[src/rtl/spmv_pkg.sv]
// Shared definitions for the sparse accelerator's lane multiply-accumulate
// stage: default widths, the per-lane state encoding and lane slice helpers.
package spmv_pkg;

    localparam int DEF_LANES = 4;   // independent lanes
    localparam int DEF_DW    = 8;   // value/operand width (signed)
    localparam int DEF_AW    = 24;  // accumulator/result width (signed)
    localparam int DEF_LW    = 8;   // row length width

    typedef enum logic [1:0] {
        IDLE = 2'd0,
        RUN  = 2'd1,
        DONE = 2'd2
    } lane_state_e;

    // Lowest bit of lane 'lane' inside a bus packed as LANES slices of 'width'.
    function automatic int lane_lsb(input int lane, input int width);
        return lane * width;
    endfunction

endpackage

[src/rtl/spmv_lane_mac_if.sv]
// Bus between the value/vector fetchers, the lane MAC stage and the result
// consumer. The sat_flag member exists only when SPMV_MAC_SATURATE_EN is
// defined.
interface spmv_lane_mac_if #(
    parameter int LANES = spmv_pkg::DEF_LANES,
    parameter int DW    = spmv_pkg::DEF_DW,
    parameter int AW    = spmv_pkg::DEF_AW,
    parameter int LW    = spmv_pkg::DEF_LW
) ();

    logic                start;
    logic [LW-1:0]       row_len;
    logic [LANES*DW-1:0] val_in;
    logic [LANES-1:0]    val_empty;
    logic [LANES-1:0]    val_read;
    logic [LANES*DW-1:0] vec_in;
    logic [LANES-1:0]    vec_empty;
    logic [LANES-1:0]    vec_read;
    logic [LANES*AW-1:0] result;
    logic [LANES-1:0]    result_valid;
    logic [LANES-1:0]    result_ready;
    logic                busy;
`ifdef SPMV_MAC_SATURATE_EN
    logic [LANES-1:0]    sat_flag;

    modport master (
        output start, row_len, val_in, val_empty, vec_in, vec_empty, result_ready,
        input  val_read, vec_read, result, result_valid, busy, sat_flag
    );

    modport slave (
        input  start, row_len, val_in, val_empty, vec_in, vec_empty, result_ready,
        output val_read, vec_read, result, result_valid, busy, sat_flag
    );
`else
    modport master (
        output start, row_len, val_in, val_empty, vec_in, vec_empty, result_ready,
        input  val_read, vec_read, result, result_valid, busy
    );

    modport slave (
        input  start, row_len, val_in, val_empty, vec_in, vec_empty, result_ready,
        output val_read, vec_read, result, result_valid, busy
    );
`endif

endinterface

[src/rtl/spmv_mac_lane.sv]
// One MAC lane: pops value/operand pairs from two FWFT FIFOs, registers the
// signed product, then folds it into the accumulator one cycle later.
// SPMV_MAC_SATURATE_EN: clamp the accumulator and keep a sticky overflow bit.
module spmv_mac_lane
    import spmv_pkg::*;
#(
    parameter int DW = DEF_DW,
    parameter int AW = DEF_AW,
    parameter int LW = DEF_LW
) (
    input  logic          clk,
    input  logic          rst,
    input  logic          start_go,
    input  logic [LW-1:0] row_len,
    input  logic [DW-1:0] val,
    input  logic          val_empty,
    input  logic [DW-1:0] vec,
    input  logic          vec_empty,
    output logic          rd,
    output logic [AW-1:0] result,
    output logic          result_valid,
    input  logic          result_ready,
`ifdef SPMV_MAC_SATURATE_EN
    output logic          sat_flag,
`endif
    output logic          busy
);

    localparam int PW = 2 * DW;

    lane_state_e state_reg, state_next;
    logic [LW-1:0] cnt_reg, cnt_next;
    logic [PW-1:0] p_reg, p_next;
    logic          p_valid_reg, p_valid_next;
    logic [AW-1:0] acc_reg, acc_next;

    logic signed [DW-1:0] val_s, vec_s;
    logic signed [PW-1:0] prod;
    logic [AW-1:0]        p_ext;
    logic [AW-1:0]        acc_add;

    assign val_s = val;
    assign vec_s = vec;
    assign prod  = val_s * vec_s;
    assign p_ext = {{(AW-PW){p_reg[PW-1]}}, p_reg};

`ifdef SPMV_MAC_SATURATE_EN
    logic          sat_reg, sat_next;
    logic [AW:0]   sum_wide;
    logic          ovf;

    // One guard bit exposes overflow; clamp towards the sign of the true sum.
    assign sum_wide = {acc_reg[AW-1], acc_reg} + {p_ext[AW-1], p_ext};
    assign ovf      = sum_wide[AW] ^ sum_wide[AW-1];
    assign acc_add  = !ovf ? sum_wide[AW-1:0] :
                      (sum_wide[AW] ? {1'b1, {(AW-1){1'b0}}} : {1'b0, {(AW-1){1'b1}}});
    assign sat_flag = sat_reg;
`else
    assign acc_add  = acc_reg + p_ext;
`endif

    assign result       = acc_reg;
    assign result_valid = (state_reg == DONE);
    assign busy         = (state_reg != IDLE);

    // Next-state, pop strobe and datapath updates for the lane.
    always_comb begin
        state_next   = state_reg;
        cnt_next     = cnt_reg;
        p_next       = p_reg;
        p_valid_next = p_valid_reg;
        acc_next     = acc_reg;
        rd           = 1'b0;
`ifdef SPMV_MAC_SATURATE_EN
        sat_next     = sat_reg;
`endif
        case (state_reg)
            IDLE: begin
                if (start_go) begin
                    cnt_next     = row_len;
                    acc_next     = '0;
                    p_valid_next = 1'b0;
`ifdef SPMV_MAC_SATURATE_EN
                    sat_next     = 1'b0;
`endif
                    state_next   = (row_len == '0) ? DONE : RUN;
                end
            end
            RUN: begin
                rd = (cnt_reg != '0) && !val_empty && !vec_empty;
                if (p_valid_reg) begin
                    acc_next = acc_add;
`ifdef SPMV_MAC_SATURATE_EN
                    if (ovf) begin
                        sat_next = 1'b1;
                    end
`endif
                end
                if (rd) begin
                    p_next       = prod;
                    p_valid_next = 1'b1;
                    cnt_next     = cnt_reg - LW'(1);
                end else begin
                    p_valid_next = 1'b0;
                end
                // The last product is being folded in and nothing is left to read.
                if (p_valid_reg && (cnt_reg == '0)) begin
                    state_next = DONE;
                end
            end
            DONE: begin
                if (result_ready) begin
                    state_next = IDLE;
                end
            end
            default: state_next = IDLE;
        endcase
    end

    // Lane state registers; reset may arrive at any point of a row.
    always_ff @(posedge clk or negedge rst) begin
        if (!rst) begin
            state_reg   <= IDLE;
            cnt_reg     <= '0;
            p_reg       <= '0;
            p_valid_reg <= 1'b0;
            acc_reg     <= '0;
`ifdef SPMV_MAC_SATURATE_EN
            sat_reg     <= 1'b0;
`endif
        end else begin
            state_reg   <= state_next;
            cnt_reg     <= cnt_next;
            p_reg       <= p_next;
            p_valid_reg <= p_valid_next;
            acc_reg     <= acc_next;
`ifdef SPMV_MAC_SATURATE_EN
            sat_reg     <= sat_next;
`endif
        end
    end

endmodule

[src/rtl/spmv_lane_mac.sv]
// Four-lane MAC stage behind the value fetcher. Lanes share start/row_len
// but run independently; busy is the OR of all lanes being out of IDLE.
// SPMV_MAC_SATURATE_EN: saturating accumulators plus a per-lane sat_flag.
module spmv_lane_mac
    import spmv_pkg::*;
#(
    parameter int LANES = DEF_LANES,
    parameter int DW    = DEF_DW,
    parameter int AW    = DEF_AW,
    parameter int LW    = DEF_LW
) (
    input  logic            clk,
    input  logic            rst,
    spmv_lane_mac_if.slave  bus
);

    logic [LANES-1:0]    lane_rd;
    logic [LANES-1:0]    lane_valid;
    logic [LANES-1:0]    lane_busy;
    logic [LANES*AW-1:0] res_pack;
    logic                start_go;
`ifdef SPMV_MAC_SATURATE_EN
    logic [LANES-1:0]    lane_sat;
`endif

    // A start seen while any lane is still active is dropped for every lane.
    assign start_go = bus.start && !(|lane_busy);

    generate
        for (genvar gi = 0; gi < LANES; gi++) begin : g_lane
            spmv_mac_lane #(
                .DW (DW),
                .AW (AW),
                .LW (LW)
            ) u_lane (
                .clk          (clk),
                .rst          (rst),
                .start_go     (start_go),
                .row_len      (bus.row_len),
                .val          (bus.val_in[lane_lsb(gi, DW) +: DW]),
                .val_empty    (bus.val_empty[gi]),
                .vec          (bus.vec_in[lane_lsb(gi, DW) +: DW]),
                .vec_empty    (bus.vec_empty[gi]),
                .rd           (lane_rd[gi]),
                .result       (res_pack[lane_lsb(gi, AW) +: AW]),
                .result_valid (lane_valid[gi]),
                .result_ready (bus.result_ready[gi]),
`ifdef SPMV_MAC_SATURATE_EN
                .sat_flag     (lane_sat[gi]),
`endif
                .busy         (lane_busy[gi])
            );
        end
    endgenerate

    // Value and operand FIFOs of a lane are always popped together.
    assign bus.val_read     = lane_rd;
    assign bus.vec_read     = lane_rd;
    assign bus.result       = res_pack;
    assign bus.result_valid = lane_valid;
    assign bus.busy         = |lane_busy;
`ifdef SPMV_MAC_SATURATE_EN
    assign bus.sat_flag     = lane_sat;
`endif

endmodule
[src/flat_wrapper.sv]
// flat-port wrapper written by rule: the top's interface ports become plain ports
module spmv_lane_mac_flat import spmv_pkg::*;
#(
    parameter int LANES = DEF_LANES,
    parameter int DW    = DEF_DW,
    parameter int AW    = DEF_AW,
    parameter int LW    = DEF_LW
)
  (clk, rst, bus_start, bus_row_len, bus_val_in, bus_val_empty, bus_vec_in, bus_vec_empty, bus_result_ready, bus_val_read, bus_vec_read, bus_result, bus_result_valid, bus_busy);
  spmv_lane_mac_if #(.LANES(LANES), .DW(DW), .AW(AW), .LW(LW)) bus_i ();
  input  logic clk;
  input  logic rst;
  input wire logic [$bits(bus_i.start)-1:0] bus_start;
  input wire logic [$bits(bus_i.row_len)-1:0] bus_row_len;
  input wire logic [$bits(bus_i.val_in)-1:0] bus_val_in;
  input wire logic [$bits(bus_i.val_empty)-1:0] bus_val_empty;
  input wire logic [$bits(bus_i.vec_in)-1:0] bus_vec_in;
  input wire logic [$bits(bus_i.vec_empty)-1:0] bus_vec_empty;
  input wire logic [$bits(bus_i.result_ready)-1:0] bus_result_ready;
  output wire logic [$bits(bus_i.val_read)-1:0] bus_val_read;
  output wire logic [$bits(bus_i.vec_read)-1:0] bus_vec_read;
  output wire logic [$bits(bus_i.result)-1:0] bus_result;
  output wire logic [$bits(bus_i.result_valid)-1:0] bus_result_valid;
  output wire logic [$bits(bus_i.busy)-1:0] bus_busy;
  assign bus_i.start = bus_start;
  assign bus_i.row_len = bus_row_len;
  assign bus_i.val_in = bus_val_in;
  assign bus_i.val_empty = bus_val_empty;
  assign bus_i.vec_in = bus_vec_in;
  assign bus_i.vec_empty = bus_vec_empty;
  assign bus_i.result_ready = bus_result_ready;
  assign bus_val_read = bus_i.val_read;
  assign bus_vec_read = bus_i.vec_read;
  assign bus_result = bus_i.result;
  assign bus_result_valid = bus_i.result_valid;
  assign bus_busy = bus_i.busy;
  spmv_lane_mac #(.LANES(LANES), .DW(DW), .AW(AW), .LW(LW)) u_core (.clk(clk), .rst(rst), .bus(bus_i));
endmodule
[config.mk]
export PLATFORM = sky130hd
export DESIGN_NAME = spmv_lane_mac_flat
export DESIGN_NICKNAME = d
export VERILOG_FILES = /design/src/rtl/spmv_pkg.sv /design/src/rtl/spmv_lane_mac_if.sv /design/src/rtl/spmv_mac_lane.sv /design/src/rtl/spmv_lane_mac.sv /design/src/flat_wrapper.sv
export SDC_FILE = /design/constraint.sdc
export NUM_CORES = 1
export LEC_CHECK = 0
export CELL_PAD_IN_SITES_DETAIL_PLACEMENT = 0
export CELL_PAD_IN_SITES_GLOBAL_PLACEMENT = 1
export CORE_UTILIZATION = 50
export DETAILED_ROUTE_END_ITERATION = 7
export GPL_ROUTABILITY_DRIVEN = 0
export PLACE_DENSITY = 0.9
export SYNTH_ARGS = -nofsm -noshare
export SYNTH_HDL_FRONTEND = slang
export SYNTH_SLANG_ARGS = --single-unit
[constraint.sdc]
create_clock -name clk -period 9.2 [get_ports clk]
set_clock_uncertainty 0.2 [all_clocks]
set_input_delay 0.92 -clock clk [delete_from_list [all_inputs] [get_ports clk]]
set_output_delay 0.92 -clock clk [all_outputs]
set_load 0.02 [all_outputs]
* Word-level counts from Yosys, hierarchy flattened
Index checks and enable logic that the tools add are counted.
Cells by class: add/subtract/negate cells 8, $mul 4, div/mod/pow operators 0, order comparisons 0, equality and inequality tests 28, shifts and indexed selects 0, mux-type cells 45, bitwise logic cells 0, reductions and logical operators 64
Operator list (count):
- 24-bit one-hot mux with 2 select lines | 4
- 24-bit 2-to-1 mux | 5
- 24-bit adder | 4
- 8-bit by 8-bit multiplier with 16-bit output | 4
- 8-bit one-hot mux with 2 select lines | 4
- 8-bit zero test | 5
- 8-bit 2-to-1 mux | 5
- 3-bit AND reduction | 12
- 2-bit != test (second input constant) | 17
- 8-bit nonzero test | 4
- 8-bit by 1-bit subtractor with 8-bit output (second input constant) | 4
- 2-bit one-hot mux with 3 select lines | 4
- 2-bit 2-to-1 mux | 10
- 2-bit AND reduction | 8
- 2-bit nonzero test | 8
- 1-bit logical AND | 13
- 1-bit zero test | 9
- 1-bit 2-to-1 mux | 9
- 2-bit by 1-bit == test with 1-bit output (second input constant) | 4
- 2-bit == test (second input constant) | 4
- 2-bit zero test | 4
- 1-bit one-hot mux with 2 select lines | 4
- 2-bit by 1-bit != test with 1-bit output (second input constant) | 3
- 4-bit OR reduction | 1
Storage, ports and cells: register bits after elaboration 204, latch bits 0, memory bits (writable) 0, ROM bits 0, bits of input ports 87, output and inout port bits 109, logic and storage cells 169, memories 0

* Depth between registers and ports, before layout
depth after elaboration 6, gate-level depth with buffers 21, gate-level depth less buffers 21

* By module
A second synthesis with hierarchy kept.
Second synthesis, totals: cells, all modules 2666, area total of the unflattened synthesis 23465.0 um^2
Modules (own cells, without submodules):
- spmv_mac_lane at u_core.g_lane[3].u_lane | times used 1, cells each 673, area an instance 5958.2 um^2, sequential area each 1276.2 um^2
- spmv_mac_lane at u_core.g_lane[2].u_lane | times used 1, cells each 672, area an instance 5904.4 um^2, sequential area each 1276.2 um^2
- spmv_mac_lane at u_core.g_lane[0].u_lane | times used 1, cells each 659, area an instance 5805.6 um^2, sequential area each 1276.2 um^2
- spmv_mac_lane at u_core.g_lane[1].u_lane | times used 1, cells each 655, area an instance 5745.5 um^2, sequential area each 1276.2 um^2
- spmv_lane_mac | times used 1, cells each 7, area an instance 51.3 um^2, sequential area each 0.0 um^2

* Worst setup path before layout
No wires, ideal clock.
kind input-to-reg, start input port bus_val_in[13], end register u_core.g_lane[1].u_lane.p_reg[14], setup time 0.120 ns, arrival 4.793 ns, data required time 8.880 ns, setup slack 4.087 ns, stages on the path 18, buffers on the path 0, cell sequence and2_1 fa_1 inv_1 fa_1 inv_1 fa_1 inv_1 fa_1 inv_1 ha_1 o21ai_0 a21boi_0 o21ai_0 a21oi_1 o21ai_1 a211oi_1 or3_1 a31o_2
Between the ends: word-level cells in the longest chain between the ends 1
RTL lines:
- from (decl) | RTL line flat_wrapper.sv:15 | input wire logic [$bits(bus_i.val_in)-1:0] bus_val_in;
- 8-bit by 8-bit multiplier with 16-bit output | RTL line spmv_mac_lane.sv:44 | assign prod = val_s * vec_s;
- to (signal assigned) | RTL line spmv_mac_lane.sv:134 | p_reg <= p_next;
- to (decl) | RTL line spmv_mac_lane.sv:33 | logic [PW-1:0] p_reg, p_next;
Every way passes these cells. A chain may end at the register's enable or synchronous reset.

* Worst setup path in the final report
start input port bus_vec_in[10], end register u_core.g_lane[1].u_lane.p_reg[14]
Between the ends: word-level cells in the longest chain between the ends 1
RTL lines:
- from (decl) | RTL line flat_wrapper.sv:17 | input wire logic [$bits(bus_i.vec_in)-1:0] bus_vec_in;
- 8-bit by 8-bit multiplier with 16-bit output | RTL line spmv_mac_lane.sv:44
Every way passes these cells.

==> results.ini <==
[drt]
drt_pre_antenna_iters=5
post_drt_via_cell_ratio=5.41
drt.antenna.violating_nets=0
wl_met1_mm=24.5
met2WireLength_mm=25.8
vias=18000
wirelength_mm=54.1
detailroute.wirelength.met3_mm=2.70
drt_drc=0
detail_route.wl_per_cell_um=16.3
initialDrtViolationCount=1054
dr.max_layer_used=met4

[clocking]
postCtsSetupRepairBufs=0
tritoncts.num_buffers=23
clkSinkCount=204
cts_hold_buffers=0
ctsLongestPathBuffers=3
cts-htree-levels=1
cts_repair_resize_count=0
clkSlewWorstSetupHoldPaths_ns=0.06
clockRootBuffer=sky130_fd_sc_hd__clkbuf_16
clock_tree_from_tritoncts=built
clock_insertion_delay_worst_skew_ns=0.54

[job]
drv.max_cap_violation_count=0

[worst_setup_path]
critical_path_class=input pin to flip-flop
critical_path_required_ns=9.41
reg2regPathDepth=8
critical_path.startpoint_type=input pin
timing.critical_path.slowest_stage_cell=sky130_fd_sc_hd__clkdlybuf4s50_1
data_arrival_time_of_the_worst_path_ns=5.78
crit_path_cell_trace=clkdlybuf4s50_1 > and2_1 > fa_1 > inv_1 > fa_1 > inv_1 > fa_1 > inv_1 > fa_1 > inv_1 > ha_1 > o21ai_0 > a21boi_0 > o21ai_0 > a21oi_1 > o21ai_1 > a211oi_1 > o21ai_0 > a31o_2
critical_path.endpoint_type=flip-flop
r2r-end=u_core.g_lane[0].u_lane.cnt_reg[4]$_DFFE_PN0P_
crit-reg2reg-launch=u_core.g_lane[0].u_lane.cnt_reg[2]$_DFFE_PN0P_
crit_fanout=8
startpoint=bus_vec_in[10]
r2r_slack_ns=5.39
cpPeakStageDelay_ns=0.57

[pwr]
power_density_nw_per_um2=334
vdd.ir_drop.worst_uv=230
power.static_leakage_uw=0.0125

[min_path]
worst_hold_path_type=input pin to asynchronous set/reset pin

[logic_synthesis]
yosysWarnings=0
syn-mean-instance-area_um2=8.78
synth.yosys.seq_area_share_pct=22.7
synth-async-reset-ratio_pct=100
mappedNetlistNets=3087
synth-edff-count=0
synth_cell_type_count=76
synth-main-ff-cell=sky130_fd_sc_hd__dfrtp_1
synth_seq_cells=204
total_standard_cell_area_after_synthesis_um2=22500
synthCells=2560

[final_layout]
layout.nets=3253
synthToLayoutAreaGrowth_pct=14.2
antenna_cells=0
largest_register_ffs=96
drive_above_1_share_pct=2.89
final_cell_area_um2=25700
filler_cell_count=3966
multi_input_area_um2=15700
sequential_standard_cell_area_um2=5100

[floorplan]
rows=77
fp.dieArea_um2=45800
initial_utilization_pct=50.7
design.core.area_um2=44300
dieHeight_um=214
boundaryPins=196
fp.dieW_um=214

[timing]
unrepaired_setup_endpoints_after_global_routing=no
total_count_of_max_transition_violations_in_the_final_report=0
final.setup.tns_ns=0
tightestPinTransition_ns=1.15
layout_min_cycle_time_ns=5.57
max_freq_mhz=179
postLayoutSetupSlackWorst_ns=3.63
hold_violations=0
setup_viol_count_final=0
fin_crit_sh_pct=60.6
slew_headroom_pct=23.5

[outcome]
outcome=complete, no violations

[global_route]
largest_net_degree_at_the_start_of_global_routing=90
grt_pass1_wl_mm=91.1
gr-usage-all-layers_pct=24.0
initial_antenna_violation_count=0
grt_overflow=0
grt_pass1_vias=18400

[place]
buffer_ports.inserted=195
dpl-instance-area_um2=25000
dpl_worst_slack_ns=3.12
dp_hpwl_mm=42.6

[routing by layer]
layer	up-vias	global-route usage, %
met5	-	0
met4	0	6.55
met3	71	3.82
met2	355	39.9
met1	8802	32.5
li1	8777	-
[stage by stage]
stage	utilization [%]	hold slack [ns]	cells	power, uW
final	57.9	0.245	3330	8580
after CTS	57.9	0.258	3330	8610
after floorplan	-	0.243	2560	5990
after detailed placement	56.3	0.271	3293	7640
after global placement	56.3	0.261	3293	7470
after global routing	57.9	0.312	3330	9480
[layout make-up]
| cell class | count | area share [%] |
|---|---|---|
| sequential | 204 | 19.9 |
| timing repair buffer | 202 | 7.82 |
| inverter | 369 | 5.39 |
| tap | 592 | 2.88 |
| clock buffer | 25 | 2.35 |
| clock inverter | 12 | 0.473 |
| multi-input combinational | 1926 | 61.2 |
[worst max path at each step]
stage	end	slack, ns	depth (start not counted)
floorplan	u_core.g_lane[1].u_lane.p_reg[14]$_DFFE_PN0P_	4.09	18
global placement	u_core.g_lane[1].u_lane.p_reg[14]$_DFFE_PN0P_	3.32	19
detailed placement	u_core.g_lane[1].u_lane.p_reg[14]$_DFFE_PN0P_	3.12	19
CTS	u_core.g_lane[1].u_lane.p_reg[14]$_DFFE_PN0P_	3.67	19
global route	u_core.g_lane[2].u_lane.p_reg[14]$_DFFE_PN0P_	3.37	19
finish	u_core.g_lane[1].u_lane.p_reg[14]$_DFFE_PN0P_	3.63	19
[cell usage in the layout (no fill, tap or decap), drive strengths merged, types with 31 or more instances in the layout]
cell type / n
nand2b: 31
ha: 216
a21oi: 120
nor2b: 44
nand3: 85
a21o: 52
xnor2: 74
fa: 224
inv: 370
o21ai: 214
dfrtp: 204
nand2: 273
nor2: 110
and2: 178
xor2: 49
clkdlybuf4s50: 194
[report_power, final]
group          switching, uW  internal, uW  total [uW]
clock                    386           526         912
combinational           3350          2570        5920
sequential               430          1320        1750
[cells by family (layout without fill, tap and decap cells)]
logic type               count (synthesis)  after routing  synth area share (%)
AO/OA/AOI/OAI                          536            536                  14.6
XOR/XNOR                               123            123                  4.79
adder cells (fa/ha/maj)                440            440                  32.0
buffers and inverters                  430            608                  7.44
flip-flops                             204            204                  22.7
multiplexers                            12             12                 0.562
AND/OR/NAND/NOR                        815            815                  18.0
[synthesized netlist by cell type, types with 7 or more instances]
| library cell | number | area [um^2] |
|---|---|---|
| sky130_fd_sc_hd__inv_1 | 366 | 1370 |
| sky130_fd_sc_hd__nand2_1 | 272 | 1020 |
| sky130_fd_sc_hd__fa_1 | 224 | 4480 |
| sky130_fd_sc_hd__ha_1 | 216 | 2700 |
| sky130_fd_sc_hd__dfrtp_1 | 204 | 5100 |
| sky130_fd_sc_hd__o21ai_0 | 188 | 941 |
| sky130_fd_sc_hd__and2_1 | 178 | 1110 |
| sky130_fd_sc_hd__a21oi_1 | 120 | 601 |
| sky130_fd_sc_hd__nor2_1 | 110 | 413 |
| sky130_fd_sc_hd__nand3_1 | 85 | 425 |
| sky130_fd_sc_hd__xnor2_1 | 74 | 648 |
| sky130_fd_sc_hd__a21o_1 | 50 | 375 |
| sky130_fd_sc_hd__xor2_1 | 49 | 429 |
| sky130_fd_sc_hd__nor2b_1 | 44 | 275 |
| sky130_fd_sc_hd__clkbuf_1 | 42 | 158 |
| sky130_fd_sc_hd__nand2b_1 | 31 | 194 |
| sky130_fd_sc_hd__nor3_1 | 27 | 135 |
| sky130_fd_sc_hd__o21ai_1 | 25 | 125 |
| sky130_fd_sc_hd__a211oi_1 | 19 | 143 |
| sky130_fd_sc_hd__and3_1 | 17 | 106 |
| sky130_fd_sc_hd__o31ai_1 | 16 | 120 |
| sky130_fd_sc_hd__o21bai_1 | 13 | 97.6 |
| sky130_fd_sc_hd__buf_4 | 12 | 90.1 |
| sky130_fd_sc_hd__o21a_1 | 12 | 90.1 |
| sky130_fd_sc_hd__a31oi_1 | 11 | 68.8 |
| sky130_fd_sc_hd__nor4_1 | 10 | 62.6 |
| sky130_fd_sc_hd__o211ai_1 | 9 | 67.6 |
| sky130_fd_sc_hd__o22ai_1 | 9 | 56.3 |
| sky130_fd_sc_hd__or3_1 | 8 | 50.1 |
| sky130_fd_sc_hd__a22oi_1 | 7 | 52.6 |
| sky130_fd_sc_hd__mux2i_1 | 7 | 70.1 |
[worst max-delay path: cells and delay by family]
family / cells / cell delay, ns
buffers and inverters: 5 / 0.76
adders and majority gates: 5 / 2.32
and+or+nand+nor: 1 / 0.24
AOI/OAI and AO/OA: 8 / 1.55
Power figures use the tool's default switching activity.
